File: src/rtl/sm_step_gen.sv
// ---------------------------------------------------------------------------
// sm_step_gen
//
// Stepper-motor step-pulse generator. A move command (step count, step
// half-period, direction) is latched on an accepted start strobe; the block
// then drives the direction pin, waits a fixed setup delay, and emits exactly
// the requested number of evenly spaced step pulses. Timing can be paused
// with enable, a move can be cut short with abort, and every move ends with a
// one-cycle done pulse.
//
// Parameters:
//   CNT_W      width of the step count and steps_left
//   DIV_W      width of the half-period divider and internal timer
//   SETUP_CYC  cycles from drv_dir update to the first step rising edge (>=1)
//
// Ports:
//   clk          system clock, all logic on the rising edge
//   rst_n        asynchronous active-low reset
//   start        command strobe, only honoured while idle
//   n_steps      number of step pulses for the move
//   half_period  cycles per high phase and per low phase (0 behaves as 1)
//   dir          direction for the move
//   enable       low pauses all move timing
//   abort        ends the current move early
//   drv_step     step pulse to the driver
//   drv_dir      direction to the driver
//   busy         a move is in progress (includes the done cycle)
//   done         one-cycle completion pulse
//   aborted      last move was ended by abort
//   steps_left   step pulses of the current move not yet completed
// ---------------------------------------------------------------------------
module sm_step_gen #(
   parameter int CNT_W     = 16,
   parameter int DIV_W     = 16,
   parameter int SETUP_CYC = 4
) (
   input  logic             clk,
   input  logic             rst_n,
   input  logic             start,
   input  logic [CNT_W-1:0] n_steps,
   input  logic [DIV_W-1:0] half_period,
   input  logic             dir,
   input  logic             enable,
   input  logic             abort,
   output logic             drv_step,
   output logic             drv_dir,
   output logic             busy,
   output logic             done,
   output logic             aborted,
   output logic [CNT_W-1:0] steps_left
);

   typedef enum logic [2:0] {
      IDLE,
      SETUP,
      HIGH,
      LOW,
      DONE
   } state_t;

   // Terminal timer value for the direction setup phase.
   localparam logic [DIV_W-1:0] SETUP_LAST = DIV_W'(SETUP_CYC - 1);

   state_t           state;
   logic [DIV_W-1:0] timer;
   logic [DIV_W-1:0] half_cyc;
   logic [DIV_W-1:0] half_last;

   // half_cyc is never zero once a move is running, so this cannot wrap
   // while it is being used as a terminal count.
   assign half_last = half_cyc - DIV_W'(1);

   // Single FSM with all outputs registered. Every phase timer starts at 0
   // on phase entry and the phase ends on the edge where it reaches its
   // terminal value, so a phase of length L occupies exactly L cycles.
   // Abort is checked before enable so a paused move can still be aborted,
   // and it wins over a LOW-phase end so a truncated pulse is never counted.
   always_ff @(posedge clk or negedge rst_n) begin
      if (!rst_n) begin
         state      <= IDLE;
         timer      <= '0;
         half_cyc   <= '0;
         steps_left <= '0;
         drv_step   <= 1'b0;
         drv_dir    <= 1'b0;
         busy       <= 1'b0;
         done       <= 1'b0;
         aborted    <= 1'b0;
      end else begin
         done <= 1'b0;
         case (state)
            IDLE: begin
               if (start && !abort) begin
                  steps_left <= n_steps;
                  half_cyc   <= (half_period == '0) ? DIV_W'(1) : half_period;
                  drv_dir    <= dir;
                  aborted    <= 1'b0;
                  timer      <= '0;
                  drv_step   <= 1'b0;
                  busy       <= 1'b1;
                  if (n_steps == '0) begin
                     state <= DONE;
                     done  <= 1'b1;
                  end else begin
                     state <= SETUP;
                  end
               end
            end

            SETUP, HIGH, LOW: begin
               if (abort) begin
                  state    <= DONE;
                  drv_step <= 1'b0;
                  done     <= 1'b1;
                  aborted  <= 1'b1;
                  timer    <= '0;
               end else if (enable) begin
                  case (state)
                     SETUP: begin
                        if (timer == SETUP_LAST) begin
                           timer    <= '0;
                           drv_step <= 1'b1;
                           state    <= HIGH;
                        end else begin
                           timer <= timer + DIV_W'(1);
                        end
                     end
                     HIGH: begin
                        if (timer == half_last) begin
                           timer    <= '0;
                           drv_step <= 1'b0;
                           state    <= LOW;
                        end else begin
                           timer <= timer + DIV_W'(1);
                        end
                     end
                     LOW: begin
                        if (timer == half_last) begin
                           timer <= '0;
                           if (steps_left != '0) begin
                              steps_left <= steps_left - CNT_W'(1);
                           end
                           // Last pulse finished when the count is about
                           // to reach zero.
                           if (steps_left <= CNT_W'(1)) begin
                              state <= DONE;
                              done  <= 1'b1;
                           end else begin
                              drv_step <= 1'b1;
                              state    <= HIGH;
                           end
                        end else begin
                           timer <= timer + DIV_W'(1);
                        end
                     end
                     default: begin
                     end
                  endcase
               end
            end

            DONE: begin
               state <= IDLE;
               busy  <= 1'b0;
               timer <= '0;
            end

            default: begin
               state <= IDLE;
            end
         endcase
      end
   end

endmodule

File: config.mk
export PLATFORM = sky130hd
export DESIGN_NAME = sm_step_gen
export DESIGN_NICKNAME = d
export VERILOG_FILES = /design/src/rtl/sm_step_gen.sv
export SDC_FILE = /design/constraint.sdc
export NUM_CORES = 1
export LEC_CHECK = 0
export ABC_AREA = 1
export CELL_PAD_IN_SITES_DETAIL_PLACEMENT = 1
export CELL_PAD_IN_SITES_GLOBAL_PLACEMENT = 2
export CORE_MARGIN = 8
export CORE_UTILIZATION = 30
export DETAILED_ROUTE_END_ITERATION = 12
export GPL_TIMING_DRIVEN = 1
export PLACE_DENSITY_LB_ADDON = 0.1
export SYNTH_ARGS = -nofsm -noshare
export SYNTH_HDL_FRONTEND = slang
export SYNTH_SLANG_ARGS = --single-unit
export TNS_END_PERCENT = 1
File: constraint.sdc
create_clock -name clk -period 2.8 [get_ports clk]
set_input_delay 0.56 -clock clk [delete_from_list [all_inputs] [get_ports clk]]
set_output_delay 0.56 -clock clk [all_outputs]
set_load 0.02 [all_outputs]
==> qor.yml <==
power.density_nw_per_um2: 975
dpl.cell_count: 798
clock.fmax_ghz: 0.419
crit_path_start: "half_cyc[0]$_DFFE_PN0P_"
maxSlewViolCount: 0
antenna_left: 0
cp-start-kind: "flip-flop"
portBuffers: 58
fin_util: 0.382
dp_slack_ns: 0.300
clock_sinks: 56
synth_xor_area_frac: 0.0469
dp_hpwl_um: 10400
coreArea_sq_um: 12700
grt-ovfl-total: 0
first_iter_violations: 150
antenna_found_initial: 0
synth-main-ff-cell: "dfrtp_1"
synth-adder-area-share: 0.0128
grt_pass1_wl_um: 21600
crit_fanout: 17
arrival_ns: 2.58
ys.warnings.count: 0
critPathRequiredTime_ns: 3.00
synth_cell_types: 37
whs_ns: 0.194
cts_root_buf: "clkbuf_16"
cts_hold_buf: 0
clock_skew_ns: 0.00575
clkLatencyLatePin_ns: 0.31
power_leakage_nw: 2.22
muxShareOfSynthArea: 0.0143
cts_setup_buffers: 0
clockBufferDepth: 2
cts_resized: 0
ir_worst_vdd_mv: 0.374
cts.reportedPaths.clkPinSlew_ns: 0.07
numCtsBuffers: 5
drive_above_1_share: 0.106
track_usage: 0.163
hold_viol: 0
drt_first_pass_iters: 4
grt_pass1_vias: 4335
ctsHtreeMaxLevel: 2
stdcell_count: 806
avgSynthCellArea_sq_um: 6.86
ys_seq_area_frac: 0.357
die_area_sq_um: 17000
critPathCaptureType: "flip-flop"
diodes: 0
finalWeightedCongestion: 0.832
area_delta_synth_final_pct: 23.8
fin_crit_sh: 0.852
timing.max_cap.violations: 0
postLayoutCellArea_sq_um: 4860
worstSetupPathType: "flip-flop to flip-flop"
post_drt_wl_per_cell_um: 16.0
synth_top_family_by_area: "simple AND/OR/NAND/NOR gates"
rows: 41
min_period_ns: 2.39
syn_area_sq_um: 3930
nets: 675
timing.setup.tns_ns: 0
mostFrequentLayoutCells: "188 x nand2_1, 57 x nor2_1, 57 x clkdlybuf4s50_1, 56 x dfrtp_1, 51 x nand3_1"
post_dp_cell_area_sq_um: 4710
p_total_mw: 4.74
grt_max_degree: 24
status: "completed"
tightest_slew_ns: 0.484
vias: 3895
synth_fp_nets: 614
die_y_um: 130
drc: 0
layout_commonest_cell: "nand2_1"
timing.rr.start: "half_cyc[0]$_DFFE_PN0P_"
synth_edf_count: 0
initial_utilization: 0.309
rsz0062_at_grt: "no"
drt-total-wl_um: 12900
hold_path_class: "primary input to async pin"
synthArstFlopShare: 1.00
max_slew_margin: 0.675
synthSimpleGateAreaFrac: 0.415
cts_tree: "done"
setup_viol: 0
synth-compound-area-share: 0.0800
dieWidth_um: 130
syn-instance-count: 572
ys_ff_latch: 56
fin_ws_ns: 0.414
fillCellCount: 1660
via_per_inst: 4.83
io_pins: 59
state kept, by name (all words and copies together) (netlist names):
signal	flops
state	3
timer	16
steps_left	16
aborted	1
drv_step	1
half_cyc	16
busy	1
drv_dir	1
done	1
layout make-up:
| class | count | area [sq um] | area share |
|---|---|---|---|
| Clock buffer | 6 | 139 | 0.0286 |
| Inverter | 58 | 218 | 0.0448 |
| Sequential cell | 56 | 1400 | 0.288 |
| Timing Repair Buffer | 67 | 643 | 0.132 |
| Clock inverter | 2 | 10.0 | 0.00206 |
| Multi-Input combinational cell | 445 | 2230 | 0.459 |
| Tap cell | 172 | 215 | 0.0443 |
critical path, cell delays in order (launching register included):
cell	delay, ns
dfrtp_1	0.41
inv_2	0.10
ha_1	0.21
nand2_1	0.12
nor2_2	0.18
nand3_1	0.10
nand3_1	0.10
nand2_1	0.06
nor2_1	0.13
nand2_2	0.09
nor2_4	0.12
nand3_2	0.09
nand2_4	0.22
nand2_4	0.19
nand2_1	0.10
nand2_1	0.05
cells in the mapped netlist (3+ instances only):
cell type / number / area [sq um]
or2_2: 4 / 25.0
nand2_1: 188 / 706
buf_2: 5 / 25.0
nor3_1: 8 / 40.0
o21ai_1: 10 / 50.1
xnor2_1: 9 / 78.8
inv_2: 10 / 37.5
clkbuf_1: 5 / 18.8
nor2_1: 57 / 214
nor2_2: 11 / 68.8
o21ai_0: 23 / 115
nand2_4: 3 / 33.8
mux2_2: 5 / 56.3
nor4_1: 9 / 56.3
ha_1: 4 / 50.1
nand3_2: 3 / 30.0
dfrtp_1: 56 / 1400
inv_1: 48 / 180
a21oi_1: 7 / 35.0
xor2_1: 12 / 105
nand3_1: 51 / 255
nand4_1: 12 / 75.1
a22oi_1: 4 / 30.0
nand2_2: 4 / 25.0
nor2_4: 6 / 67.6
a31oi_1: 4 / 25.0
kinds of logic (layout without fill, tap and decap cells):
kind of cell | after synthesis | count (layout)
compound gates | 55 | 55
xor+xnor | 21 | 21
fa+ha+maj | 4 | 4
buf+inv | 71 | 133
flops | 56 | 56
mux | 5 | 5
simple gates | 360 | 360
final timing paths:
check | end | slack, ns | depth (start not counted)
max in group asynchronous | half_cyc[6]$_DFFE_PN0P_ | 1.92 | 2
min in group clk | drv_step$_DFFE_PN0P_ | 0.48 | 2
worst max-delay path | steps_left[15]$_DFFE_PN0P_ | 0.41 | 15
worst min-delay path | timer[0]$_DFFE_PN0P_ | 0.19 | 1
worst min register to register | drv_step$_DFFE_PN0P_ | 0.48 | 2
worst max register to register | steps_left[15]$_DFFE_PN0P_ | 0.41 | 15
per-layer routing:
metal  vias to the layer above  part of all wire  track usage
met1                      1863              0.42        0.175
li1                       1969                 -            -
met5                         -                 0            0
met4                         0             0.010       0.0378
met3                         9             0.030       0.0332
met2                        54              0.54        0.317
power by group:
group          internal, mW  total [mW]  leakage, nW  switching [mW]
clock                 0.355       0.670       0.0766           0.315
combinational         0.970        2.62         1.43            1.65
sequential             1.08        1.45        0.714           0.373
total                  2.41        4.74         2.22            2.33
Power figures use the tool's default switching activity.
